### config.mk
export PLATFORM = sky130hd
export DESIGN_NAME = i2c_target_regs
export DESIGN_NICKNAME = d
export VERILOG_FILES = /design/src/rtl/i2c_target_regs.sv
export SDC_FILE = /design/constraint.sdc
export NUM_CORES = 1
export LEC_CHECK = 0
export CAP_MARGIN = 30
export CORE_AREA = 8 8 98 78
export CTS_BUF_LIST = sky130_fd_sc_hd__clkbuf_8 sky130_fd_sc_hd__clkbuf_16
export DETAILED_ROUTE_END_ITERATION = 8
export DIE_AREA = 0 0 106 86
export PLACE_DENSITY = 0.75
export SLEW_MARGIN = 20
export SYNTH_ARGS = -nofsm -noshare
export SYNTH_HDL_FRONTEND = slang
export SYNTH_SLANG_ARGS = --single-unit
### constraint.sdc
create_clock -name clk -period 1.7 [get_ports clk]
set_clock_uncertainty 0.05 [all_clocks]
set_input_delay 0.425 -clock clk [delete_from_list [all_inputs] [get_ports clk]]
set_output_delay 0.425 -clock clk [all_outputs]
set_load 0.05 [all_outputs]
### src/rtl/i2c_target_regs.sv
// I2C target bridging the uio SDA/SCL pins to the configuration register file:
// 7-bit address, 8-bit register pointer, auto-incrementing multi-byte reads/writes.
module i2c_target_regs #(
   parameter logic [6:0] I2C_ADDR    = 7'h70,
   parameter int         SYNC_STAGES = 2
) (
   input  logic       clk,
   input  logic       rst,
   input  logic       scl_in,
   input  logic       sda_in,
   output logic       sda_oe,
   output logic       sda_out,
   output logic       wr_en,
   output logic [7:0] wr_addr,
   output logic [7:0] wr_data,
   output logic [7:0] rd_addr,
   input  logic [7:0] rd_data,
   output logic       busy
);

   typedef enum logic [3:0] {
      IDLE,
      ADDR,
      ADDR_ACK,
      SUB,
      SUB_ACK,
      WDATA,
      WDATA_ACK,
      RDATA,
      RACK
   } state_t;

   localparam logic [2:0] SETTLE_N = 3'(SYNC_STAGES + 2);

   state_t                 state;
   logic [SYNC_STAGES-1:0] scl_sync;
   logic [SYNC_STAGES-1:0] sda_sync;
   logic                   scl_d;
   logic                   sda_d;
   logic [2:0]             settle;
   logic                   armed;
   logic                   scl_s;
   logic                   sda_s;
   logic                   scl_rise;
   logic                   scl_fall;
   logic                   start_det;
   logic                   stop_det;
   logic [7:0]             shreg;
   logic [7:0]             next_byte;
   logic [3:0]             bit_cnt;
   logic [7:0]             ptr;
   logic                   rw;
   logic                   ack_on;

   // Synchronizer chain plus history flop; settle masks the artificial edges
   // the chain produces while refilling with real pin levels after reset.
   always_ff @(posedge clk) begin
      if (rst) begin
         scl_sync <= '1;
         sda_sync <= '1;
         scl_d    <= 1'b1;
         sda_d    <= 1'b1;
         settle   <= '0;
      end else begin
         scl_sync <= {scl_sync[SYNC_STAGES-2:0], scl_in};
         sda_sync <= {sda_sync[SYNC_STAGES-2:0], sda_in};
         scl_d    <= scl_s;
         sda_d    <= sda_s;
         if (!armed) settle <= settle + 3'd1;
      end
   end

   assign armed     = (settle == SETTLE_N);
   assign scl_s     = scl_sync[SYNC_STAGES-1];
   assign sda_s     = sda_sync[SYNC_STAGES-1];
   assign scl_rise  = scl_s & ~scl_d;
   assign scl_fall  = ~scl_s & scl_d;
   assign start_det = armed & scl_s & scl_d & sda_d & ~sda_s;
   assign stop_det  = armed & scl_s & scl_d & ~sda_d & sda_s;
   assign next_byte = {shreg[6:0], sda_s};

   assign rd_addr = ptr;
   assign sda_out = 1'b0;

   always_ff @(posedge clk) begin
      if (rst) begin
         state   <= IDLE;
         sda_oe  <= 1'b0;
         wr_en   <= 1'b0;
         wr_addr <= 8'h00;
         wr_data <= 8'h00;
         ptr     <= 8'h00;
         busy    <= 1'b0;
         shreg   <= 8'h00;
         bit_cnt <= 4'd0;
         rw      <= 1'b0;
         ack_on  <= 1'b0;
      end else begin
         wr_en <= 1'b0;
         if (wr_en) ptr <= ptr + 8'd1;

         if (start_det) begin
            state   <= ADDR;
            bit_cnt <= 4'd0;
            sda_oe  <= 1'b0;
            ack_on  <= 1'b0;
         end else if (stop_det) begin
            state  <= IDLE;
            busy   <= 1'b0;
            sda_oe <= 1'b0;
            ack_on <= 1'b0;
         end else begin
            unique case (state)
               IDLE: ;

               ADDR: if (scl_rise) begin
                  shreg <= next_byte;
                  if (bit_cnt == 4'd7) begin
                     bit_cnt <= 4'd0;
                     if (next_byte[7:1] == I2C_ADDR) begin
                        rw    <= next_byte[0];
                        state <= ADDR_ACK;
                     end else begin
                        state <= IDLE;
                        busy  <= 1'b0;
                     end
                  end else begin
                     bit_cnt <= bit_cnt + 4'd1;
                  end
               end

               // ACK spans one full SCL period: pull on the first fall, let go on the next.
               ADDR_ACK, SUB_ACK, WDATA_ACK: if (scl_fall) begin
                  if (!ack_on) begin
                     sda_oe <= 1'b1;
                     ack_on <= 1'b1;
                     if (state == ADDR_ACK) busy <= 1'b1;
                  end else begin
                     ack_on  <= 1'b0;
                     bit_cnt <= 4'd0;
                     if (state == ADDR_ACK && rw) begin
                        shreg   <= rd_data;
                        sda_oe  <= ~rd_data[7];
                        ptr     <= ptr + 8'd1;
                        bit_cnt <= 4'd1;
                        state   <= RDATA;
                     end else begin
                        sda_oe <= 1'b0;
                        state  <= (state == ADDR_ACK) ? SUB : WDATA;
                     end
                  end
               end

               SUB: if (scl_rise) begin
                  shreg <= next_byte;
                  if (bit_cnt == 4'd7) begin
                     ptr     <= next_byte;
                     bit_cnt <= 4'd0;
                     state   <= SUB_ACK;
                  end else begin
                     bit_cnt <= bit_cnt + 4'd1;
                  end
               end

               WDATA: if (scl_rise) begin
                  shreg <= next_byte;
                  if (bit_cnt == 4'd7) begin
                     wr_en   <= 1'b1;
                     wr_addr <= ptr;
                     wr_data <= next_byte;
                     bit_cnt <= 4'd0;
                     state   <= WDATA_ACK;
                  end else begin
                     bit_cnt <= bit_cnt + 4'd1;
                  end
               end

               // bit_cnt counts bits already placed on the bus; the MSB went out on entry.
               RDATA: if (scl_fall) begin
                  if (bit_cnt == 4'd8) begin
                     sda_oe <= 1'b0;
                     state  <= RACK;
                  end else begin
                     sda_oe  <= ~shreg[6];
                     shreg   <= {shreg[6:0], 1'b0};
                     bit_cnt <= bit_cnt + 4'd1;
                  end
               end

               RACK: begin
                  if (scl_rise) begin
                     if (sda_s) begin
                        state <= IDLE;
                        busy  <= 1'b0;
                     end else begin
                        ack_on <= 1'b1;
                     end
                  end else if (scl_fall && ack_on) begin
                     ack_on  <= 1'b0;
                     shreg   <= rd_data;
                     sda_oe  <= ~rd_data[7];
                     ptr     <= ptr + 8'd1;
                     bit_cnt <= 4'd1;
                     state   <= RDATA;
                  end
               end

               default: state <= IDLE;
            endcase
         end
      end
   end

endmodule

# Word-level counts from Yosys, hierarchy flattened
# Index checks and enable logic that the tools add are counted.
dict set report classes {
  addsub 3
  eq_ne 51
  muxes 74
  bitwise_logic 19
  n_reduce_logical 21
}
# operator count
set op_table {}
lappend op_table {{$mux 4} 21}
lappend op_table {{$mux 8} 10}
lappend op_table {{$mux 7} 8}
lappend op_table {{$ne 4x4->1 const B} 10}
lappend op_table {{$ne 3x3->1 const B} 12}
lappend op_table {{$ne 2x2->1 const B} 14}
lappend op_table {{$pmux 4 s7} 1}
lappend op_table {{$pmux 7 s4} 1}
lappend op_table {{$reduce_and 13->1} 2}
lappend op_table {{$mux 1} 25}
lappend op_table {{$pmux 8 s3} 1}
lappend op_table {{$eq 4x3->1 const B} 5}
lappend op_table {{$pmux 4 s4} 1}
lappend op_table {{$not 1->1} 11}
lappend op_table {{$reduce_and 11->1} 1}
lappend op_table {{$ne 5x5->1 const B} 2}
lappend op_table {{$reduce_and 10->1} 1}
lappend op_table {{$reduce_and 5->1} 2}
lappend op_table {{$reduce_and 9->1} 1}
lappend op_table {{$reduce_or 3->1} 3}
lappend op_table {{$add 8x1->8 const B} 1}
lappend op_table {{$and 1x1->1} 8}
lappend op_table {{$eq 4x2->1 const B} 2}
lappend op_table {{$eq 4x4->1 const B} 2}
lappend op_table {{19 further kinds} 23}
dict set report totals {
  reg_bits 53
  in_bits 12
  output_inout_bits 28
  wordCells 185
}

# Longest topological paths before layout
# Gate-level depths: netlist of the first run.
dict set report logic_depth {
  depth_word 8
  mapped_depth 8
  depth_no_buf 7
}

# Least setup slack after synthesis of the first run
# No wires, ideal clock.
dict set report synth_path {
  kind {reg2reg}
  start {register ptr[0] (netlist: rd_addr[0])}
  end {register ptr[6] (netlist: rd_addr[6])}
  setup_time_ns 0.140
  arrival_ns 1.703
  t_required_ns 1.510
  slack_ns -0.194
  path_stages_with_launch 7
  n_path_buf 0
  synth_period_minus_slack_ns 1.894
  path_cell_list {dfxtp_1 ha_1 and3_1 and3_1 xor2_1 a22oi_1 o22ai_1}
}
dict set report synth_via {
  elab_chain_cells 8
  elab_cells_between_ends 12
  classes_between {1 x add/sub; 11 x mux}
}
# item line
set synth_lines {}
lappend synth_lines {{from (decl)} 51} ;# logic [7:0] ptr;
lappend synth_lines {{from (signal assigned)} 100} ;# if (wr_en) ptr <= ptr + 8'd1;
lappend synth_lines {{from (signal assigned)} 144} ;# ptr <= ptr + 8'd1;
lappend synth_lines {{from (signal assigned)} 157} ;# ptr <= next_byte;
lappend synth_lines {{$add 8x1->8 *} {100, 144, 202}}
lappend synth_lines {{$mux 8} 100}
lappend synth_lines {{$mux 8} 141} ;# if (state == ADDR_ACK && rw) begin
lappend synth_lines {{$mux 8} 134} ;# if (!ack_on) begin
lappend synth_lines {{$mux 8} 133} ;# ADDR_ACK, SUB_ACK, WDATA_ACK: if (scl_fall) begin
lappend synth_lines {{$pmux 8 s3} 113} ;# unique case (state)
lappend synth_lines {{$mux 8} 107} ;# end else if (stop_det) begin
lappend synth_lines {{$mux 8 *} 102} ;# if (start_det) begin
# Every way passes the cells marked *; elsewhere a longest branch is shown, timed or not.
# A chain may end at the register's enable or synchronous reset.

# Worst setup path after layout of the first run
dict set report layout_path {
  start {register state[2]}
  end {register state[3]}
}
dict set report layout_via {
  elab_chain_cells 4
  elab_cells_between_ends 25
  classes_between {20 x eq/ne; 1 x mux; 1 x bitwise; 3 x reduce/logical}
}
# item line
set layout_lines {}
lappend layout_lines {{from (decl)} 35} ;# state_t state;
lappend layout_lines {{from (signal assigned)} 149} ;# state <= (state == ADDR_ACK) ? SUB : WDATA;
lappend layout_lines {{$eq 4x2->1 / $eq 4x3->1 (equally long branches)} 113}
lappend layout_lines {{$reduce_or 3->1} 113}
lappend layout_lines {{$ne 2x2->1 (no source line)} --}
lappend layout_lines {{$reduce_and 13->1 (no source line)} --}
# Parallel ways exist; a longest one is shown, timed or not.

==> results of run 1 <==
==> stage by stage <==
| step | power [mW] | area, sq um | TNS, ns |
|---|---|---|---|
| 2_1_floorplan | 2.86 | 3030 | -0.344 |
| 3_5_place_dp | 3.76 | 4280 | -4.98 |
| 3_3_place_gp | 3.70 | 4280 | -3.04 |
| 4_1_cts | 4.69 | 4510 | -3.11 |
| 6_report | 4.98 | 4650 | -3.43 |
| 5_1_grt | 5.22 | 4650 | -7.48 |
==> what timing repair did <==
item,in CTS,in global routing
endpoints found under the setup margin,42,43
hold endpoints to repair,0,0
setup buffers,4,4
resized for setup,31,26
pin swaps,18,6
==> per-layer routing <==
metal,wire length (um),vias up,share of wire
met5,0,-,0
met4,170,0,0.017
met3,807,15,0.081
met2,4510,167,0.45
met1,4470,1560,0.45
li1,-,1522,-
==> worst max-delay path, delay by kind of cell, from the launching register on <==
family,cells,cell delay (ns)
DFF,1,0.37
AOI/OAI and AO/OA,2,0.41
buffers and inverters,2,0.31
and+or+nand+nor,2,0.69
==> layout make-up <==
class | count | area share
multi-input combinational | 277 | 0.424
inverter | 8 | 0.00645
tap | 81 | 0.0218
timing repair buffer | 127 | 0.297
clock inverter | 3 | 0.00323
clock buffer | 5 | 0.0148
sequential | 53 | 0.233
==> sequential cells by signal, summed over array words and instances (netlist names), 2 cells and up <==
signal and flops:
bit_cnt 4, state 4, settle 3, rd_addr 8, shreg 7, wr_addr 8, wr_data 8, sda_sync 2
scl_sync 2
==> placed cells by master, fill, tap and decap left out, types with 8 or more instances in the layout <==
cell	instances
buf_12	29
dfxtp_2	9
xor2_1	11
nand3_1	8
nor2_1	15
clkdlybuf4s50_1	11
dfxtp_1	41
nand2_1	61
a21oi_1	27
o22ai_1	8
buf_4	78
inv_1	8
buf_6	8
a31oi_1	10
==> kinds of logic (layout without fill, tap and decap cells) <==
| group | after synthesis | count (layout) | share of synthesized area |
|---|---|---|---|
| AO/OA/AOI/OAI | 98 | 98 | 0.232 |
| AND/OR/NAND/NOR | 155 | 155 | 0.280 |
| other | 1 | 1 | 0.00128 |
| multiplexers | 3 | 3 | 0.0103 |
| adder cells (fa/ha/maj) | 5 | 5 | 0.0214 |
| XOR/XNOR | 15 | 15 | 0.0449 |
| flip-flops | 53 | 53 | 0.362 |
| buffers and inverters | 32 | 143 | 0.0483 |
==> worst paths after layout <==
check                     end  slack [ns]
hold / removal    scl_sync[1]        0.38
hold reg to reg   scl_sync[1]        0.38
setup reg to reg     state[3]       -0.19
setup / recovery     state[3]       -0.19
==> power by group through the flow <==
stage               clock network, mW  registers [mW]  logic (mW)
global route                    0.787            1.53        2.90
floorplan                           0            1.53        1.34
CTS                             0.722            1.49        2.47
finish                          0.715            1.51        2.76
detailed placement                  0            1.51        2.25
global placement                    0            1.51        2.19
==> out/metrics.yaml, run 1 <==
route:
  via_count: 3264
  drtIter0Drc: 280
  drt-vias-per-instance: 5.89
  dr.pass1.iters: 5
  drt_wl_total_um: 9960
  drc: 0
  ant_nets: 0
  routedWlPerCell_um: 18.0
critical_path:
  start_kind: "flop"
  crit_path_end_kind: "flop"
  rr_worst_depth: 6
  critPathSlowestCell: "or4_1"
  worstPathCellList: "buf_4, nor4bb_2, a32o_2, buf_4, or4_1, a21oi_1"
  cp.required_ns: 1.90
  crit_path_max_incr_delay_ns: 0.51
  r2r_start: "state[2]"
  crit_arrival_ns: 2.09
  cpMostUsedCell: "buf_4"
  crit_type: "reg -> reg"
  cp-startpoint: "state[2]"
  critPathMaxFanout: 7
status:
  status: "finished with violations"
  violations: "setup timing"
min_path:
  hold_path_class: "reg -> reg"
  holdPathStages: 1
  holdCritStartpoint: "scl_sync[0]"
global_route:
  antenna_found_initial: 0
  met3_usage: 0.0434
  use_met1: 0.290
  grt_busiest_layer: "met2"
  grt_pass1_vias: 3043
  grtUsageMet2: 0.328
  grt_overflow: 0
  grt_usage: 0.213
  grt_first_pass_wirelength_um: 15700
  grt_start_max_net_pins: 23
clocking:
  cts_tree: "built"
  clock_sinks: 53
  htree_levels: 2
  path_clk_slew_ns: 0.10
  clockBufferDepth: 2
  hold_buffers: 0
  insertion_delay_ns: 0.31
  cts_buffers: 5
  cts_root_buffer: "clkbuf_8"
placed_design:
  gp_congestion: 0.932
  portBuffers: 38
  dp_cells: 538
  place_ws_ns: -0.280
  place_hpwl_um: 7370
synth:
  yosys.cell_types.count: 61
  yosys_warnings: 0
  avgSynthCellArea_sq_um: 8.09
  ys_seq_elements: 53
  yosys-top-cells-count: "nand2_1 (62), dfxtp_1 (53), a21oi_1 (28)"
  yosys-top-cells-area: "dfxtp_1 (36%), nand2_1 (7.9%), a21oi_1 (4.8%)"
  async_reset_ff_frac: 0
  synthFlopType: "dfxtp_1"
  synth_top_area_share: 0.362
  yosys.area.top_type: "dfxtp_1"
  synth_area_sq_um: 2930
  synth.most_common_cell: "nand2_1"
  synth_edf_count: 0
  synth_cells: 362
  synth_nets: 379
  synth_seq_area_share: 0.362
floorplan:
  dieHeight_um: 86
  ios: 40
  die_w_um: 106
  dieArea_sq_um: 9120
  core_area_sq_um: 6100
  rows: 25
  start_util: 0.480
pwr:
  power.switching_mw: 1.99
  clkPwrFrac: 0.144
  powerDensity_nw_per_um2: 1070
  ir_drop_mv: 0.727
  leakage_nw: 1.79
  p_int_mw: 2.99
  seq_power_share: 0.303
  combPwrFrac: 0.554
  p_sw_frac: 0.400
cells_and_area:
  fillers: 424
  diodes: 0
  register_area_sq_um: 1080
  syn_to_final_growth_pct: 58.9
  final-instance-count-excl-fill: 554
  drive_gt1_frac: 0.406
  multi_input_area_sq_um: 1970
  num-nets-final: 489
  post-route-util: 0.763
timing:
  relSlewSlack: 0.637
  slew_viol_final: 0
  timing.final.crit_share: 1.11
  fin_crit_ns: 1.89
  tightestPinTransition_ns: 0.541
  grt_setup_unrepaired: "yes"
  hold_viol_final: 0
  setup_slack_ns: -0.192
  hold_ws_ns: 0.376
  setup_viol_count_final: 38
  fmax_mhz: 528
flow_run:
  cap_violations: 0
Note: power is estimated with default switching activity, not from simulation.
==> run 2, diff against run 1 <==
--- a/config.mk
+++ b/config.mk
@@ -6,10 +6,11 @@
 export NUM_CORES = 1
 export LEC_CHECK = 0
 export CAP_MARGIN = 30
-export CORE_AREA = 8 8 98 78
+export CORE_AREA = 2 2 92 72
 export CTS_BUF_LIST = sky130_fd_sc_hd__clkbuf_8 sky130_fd_sc_hd__clkbuf_16
 export DETAILED_ROUTE_END_ITERATION = 8
-export DIE_AREA = 0 0 106 86
+export DIE_AREA = 0 0 94 74
+export GPL_ROUTABILITY_DRIVEN = 1
 export PLACE_DENSITY = 0.75
 export SLEW_MARGIN = 20
 export SYNTH_ARGS = -nofsm -noshare
==> run 2 against run 1 <==
Against the previous run: the flow still finishes with violations (setup timing); via count increased by 3.0%; clock power rose by 9.1%; routed wire length up 6.2%; flip-flop and latch count did not move; core utilization is 1.9 points higher; worst setup slack better by 0.0018 ns; critical path depth up 1; combinational power grew 7.6%; sequential power about the same; global-route usage grew 8.8 points; critical path type unchanged; critical endpoint is now bit_cnt[3]; highest routed layer unchanged.
==> out/metrics.yaml, run 2 (synthesis gave the netlist of run 1 again) <==
cells_and_area:
  register_area_sq_um: 1090
  layout_common_cells: "buf_4 (73), nand2_1 (60), dfxtp_1 (41), buf_12 (29), a21oi_1 (16)"
  post-route-util: 0.782
  multi_input_area_sq_um: 2070
  num-nets-final: 486
  fillers: 384
  syn_to_final_growth_pct: 62.8
  final-instance-count-excl-fill: 551
  drive_gt1_frac: 0.440
  design_area_sq_um: 4770
  final_common_cell: "buf_4"
  diodes: 0
floorplan:
  dieHeight_um: 74
  ios: 40
  dieArea_sq_um: 6960
  start_util: 0.480
  core_area_sq_um: 6100
  die_w_um: 94
  rows: 25
pwr:
  ir_drop_mv: 0.784
  powerDensity_nw_per_um2: 1110
  leakage_nw: 1.81
  power_mw: 5.28
critical_path:
  crit_cells: 7
  crit_type: "reg -> reg"
  cp.required_ns: 1.85
  regToRegSetupSlack_ns: -0.19
  crit_end: "bit_cnt[3]"
  path_delay_family: "compound AO/OA/AOI/OAI gates"
  crit_arrival_ns: 2.04
  rr_endpoint: "bit_cnt[3]"
  start_kind: "flop"
  critPathMaxFanout: 5
  cp_num_buf_inv: 2
  crit_path_max_incr_delay_ns: 0.41
  worstPathCellList: "buf_4, and2_4, buf_4, o21ai_0, nor2b_1, o31ai_1, a21oi_1"
  r2r_start: "state[2]"
  rr_worst_depth: 7
  cp-startpoint: "state[2]"
  critPathSlowestCell: "o21ai_0"
  crit_path_end_kind: "flop"
  cpMostUsedCell: "buf_4"
placed_design:
  place_hpwl_um: 7500
  postPlaceCellArea_sq_um: 4280
  gp_congestion: 0.989
  portBuffers: 38
  dp_cells: 538
  place_ws_ns: -0.302
route:
  drc: 0
  via_count: 3362
  routedWlPerCell_um: 19.2
  ant_nets: 0
  drt-vias-per-instance: 6.10
  drtIter0Drc: 339
  dr.pass1.iters: 5
  drt_wl_total_um: 10600
status:
  status: "finished with violations"
  violations: "setup timing"
timing:
  timing.final.crit_share: 1.11
  setup_viol_count_final: 43
  setup_tns_ns: -4.55
  relSlewSlack: 0.660
  fmax_mhz: 529
  grt_setup_unrepaired: "yes"
  hold_viol_final: 0
  tightestPinTransition_ns: 0.504
  slew_viol_final: 0
  hold_ws_ns: 0.378
  fin_crit_ns: 1.89
  setup_slack_ns: -0.190
flow_run:
  cap_violations: 0
clocking:
  clock_sinks: 53
  clockBufferDepth: 2
  cts_tree: "built"
  cts_buffers: 5
  htree_levels: 2
  path_clk_slew_ns: 0.10
  cts_root_buffer: "clkbuf_8"
  insertion_delay_ns: 0.32
global_route:
  grt_pass1_vias: 3161
  grt_usage: 0.301
  grt_first_pass_wirelength_um: 16200
  antenna_found_initial: 0
  grt_start_max_net_pins: 26
  grt_overflow: 0
min_path:
  holdPathStages: 1
  hold_path_class: "reg -> reg"
[run 2: power by group]
| group | switching, mW | leakage [nW] | internal [mW] | total [mW] |
|---|---|---|---|---|
| Sequential | 0.152 | 0.436 | 1.38 | 1.53 |
| Combinational | 1.54 | 1.32 | 1.43 | 2.97 |
| Clock | 0.449 | 0.0512 | 0.332 | 0.780 |
| Total | 2.14 | 1.81 | 3.15 | 5.28 |
[run 2: area by class of cell]
cell class,count,share of cell area
clock buffers,6,0.0173
clock inverters,2,0.00289
inverters,8,0.00630
multi-input cells,277,0.434
flip-flops and latches,53,0.228
well taps,81,0.0213
repair buffers,124,0.290
[run 2: routing by layer]
layer	track usage	routed length [um]
met3	0.0476	788
met1	0.434	4540
met4	0.0660	192
met2	0.482	5060
met5	0	0
[run 2: how the worst min path moves through the flow]
| stage | start | to | slack, ns |
|---|---|---|---|
| 2_1_floorplan | scl_sync[0] | scl_sync[1] | 0.34 |
| 3_3_place_gp | scl_sync[0] | scl_sync[1] | 0.35 |
| 3_5_place_dp | scl_sync[0] | scl_sync[1] | 0.36 |
| 4_1_cts | scl_sync[0] | scl_sync[1] | 0.38 |
| 5_1_grt | sda_sync[0] | sda_sync[1] | 0.40 |
| 6_report | scl_sync[0] | scl_sync[1] | 0.38 |
[run 2: what timing repair did]
item / CTS / global route
buffers inserted: 2 / 2
pin swaps: 13 / 19
gates cloned: 0 / 1
hold buffers: 0 / 0
gates resized for setup: 47 / 32
endpoints found under the setup margin: 43 / 44
==> run 3, diff against run 2 <==
--- a/config.mk
+++ b/config.mk
@@ -16,3 +16,4 @@
 export SYNTH_ARGS = -nofsm -noshare
 export SYNTH_HDL_FRONTEND = slang
 export SYNTH_SLANG_ARGS = --single-unit
+export TNS_END_PERCENT = 100
==> results of run 3 <==
Final layout, timing and power as in run 2 (identical DEF).
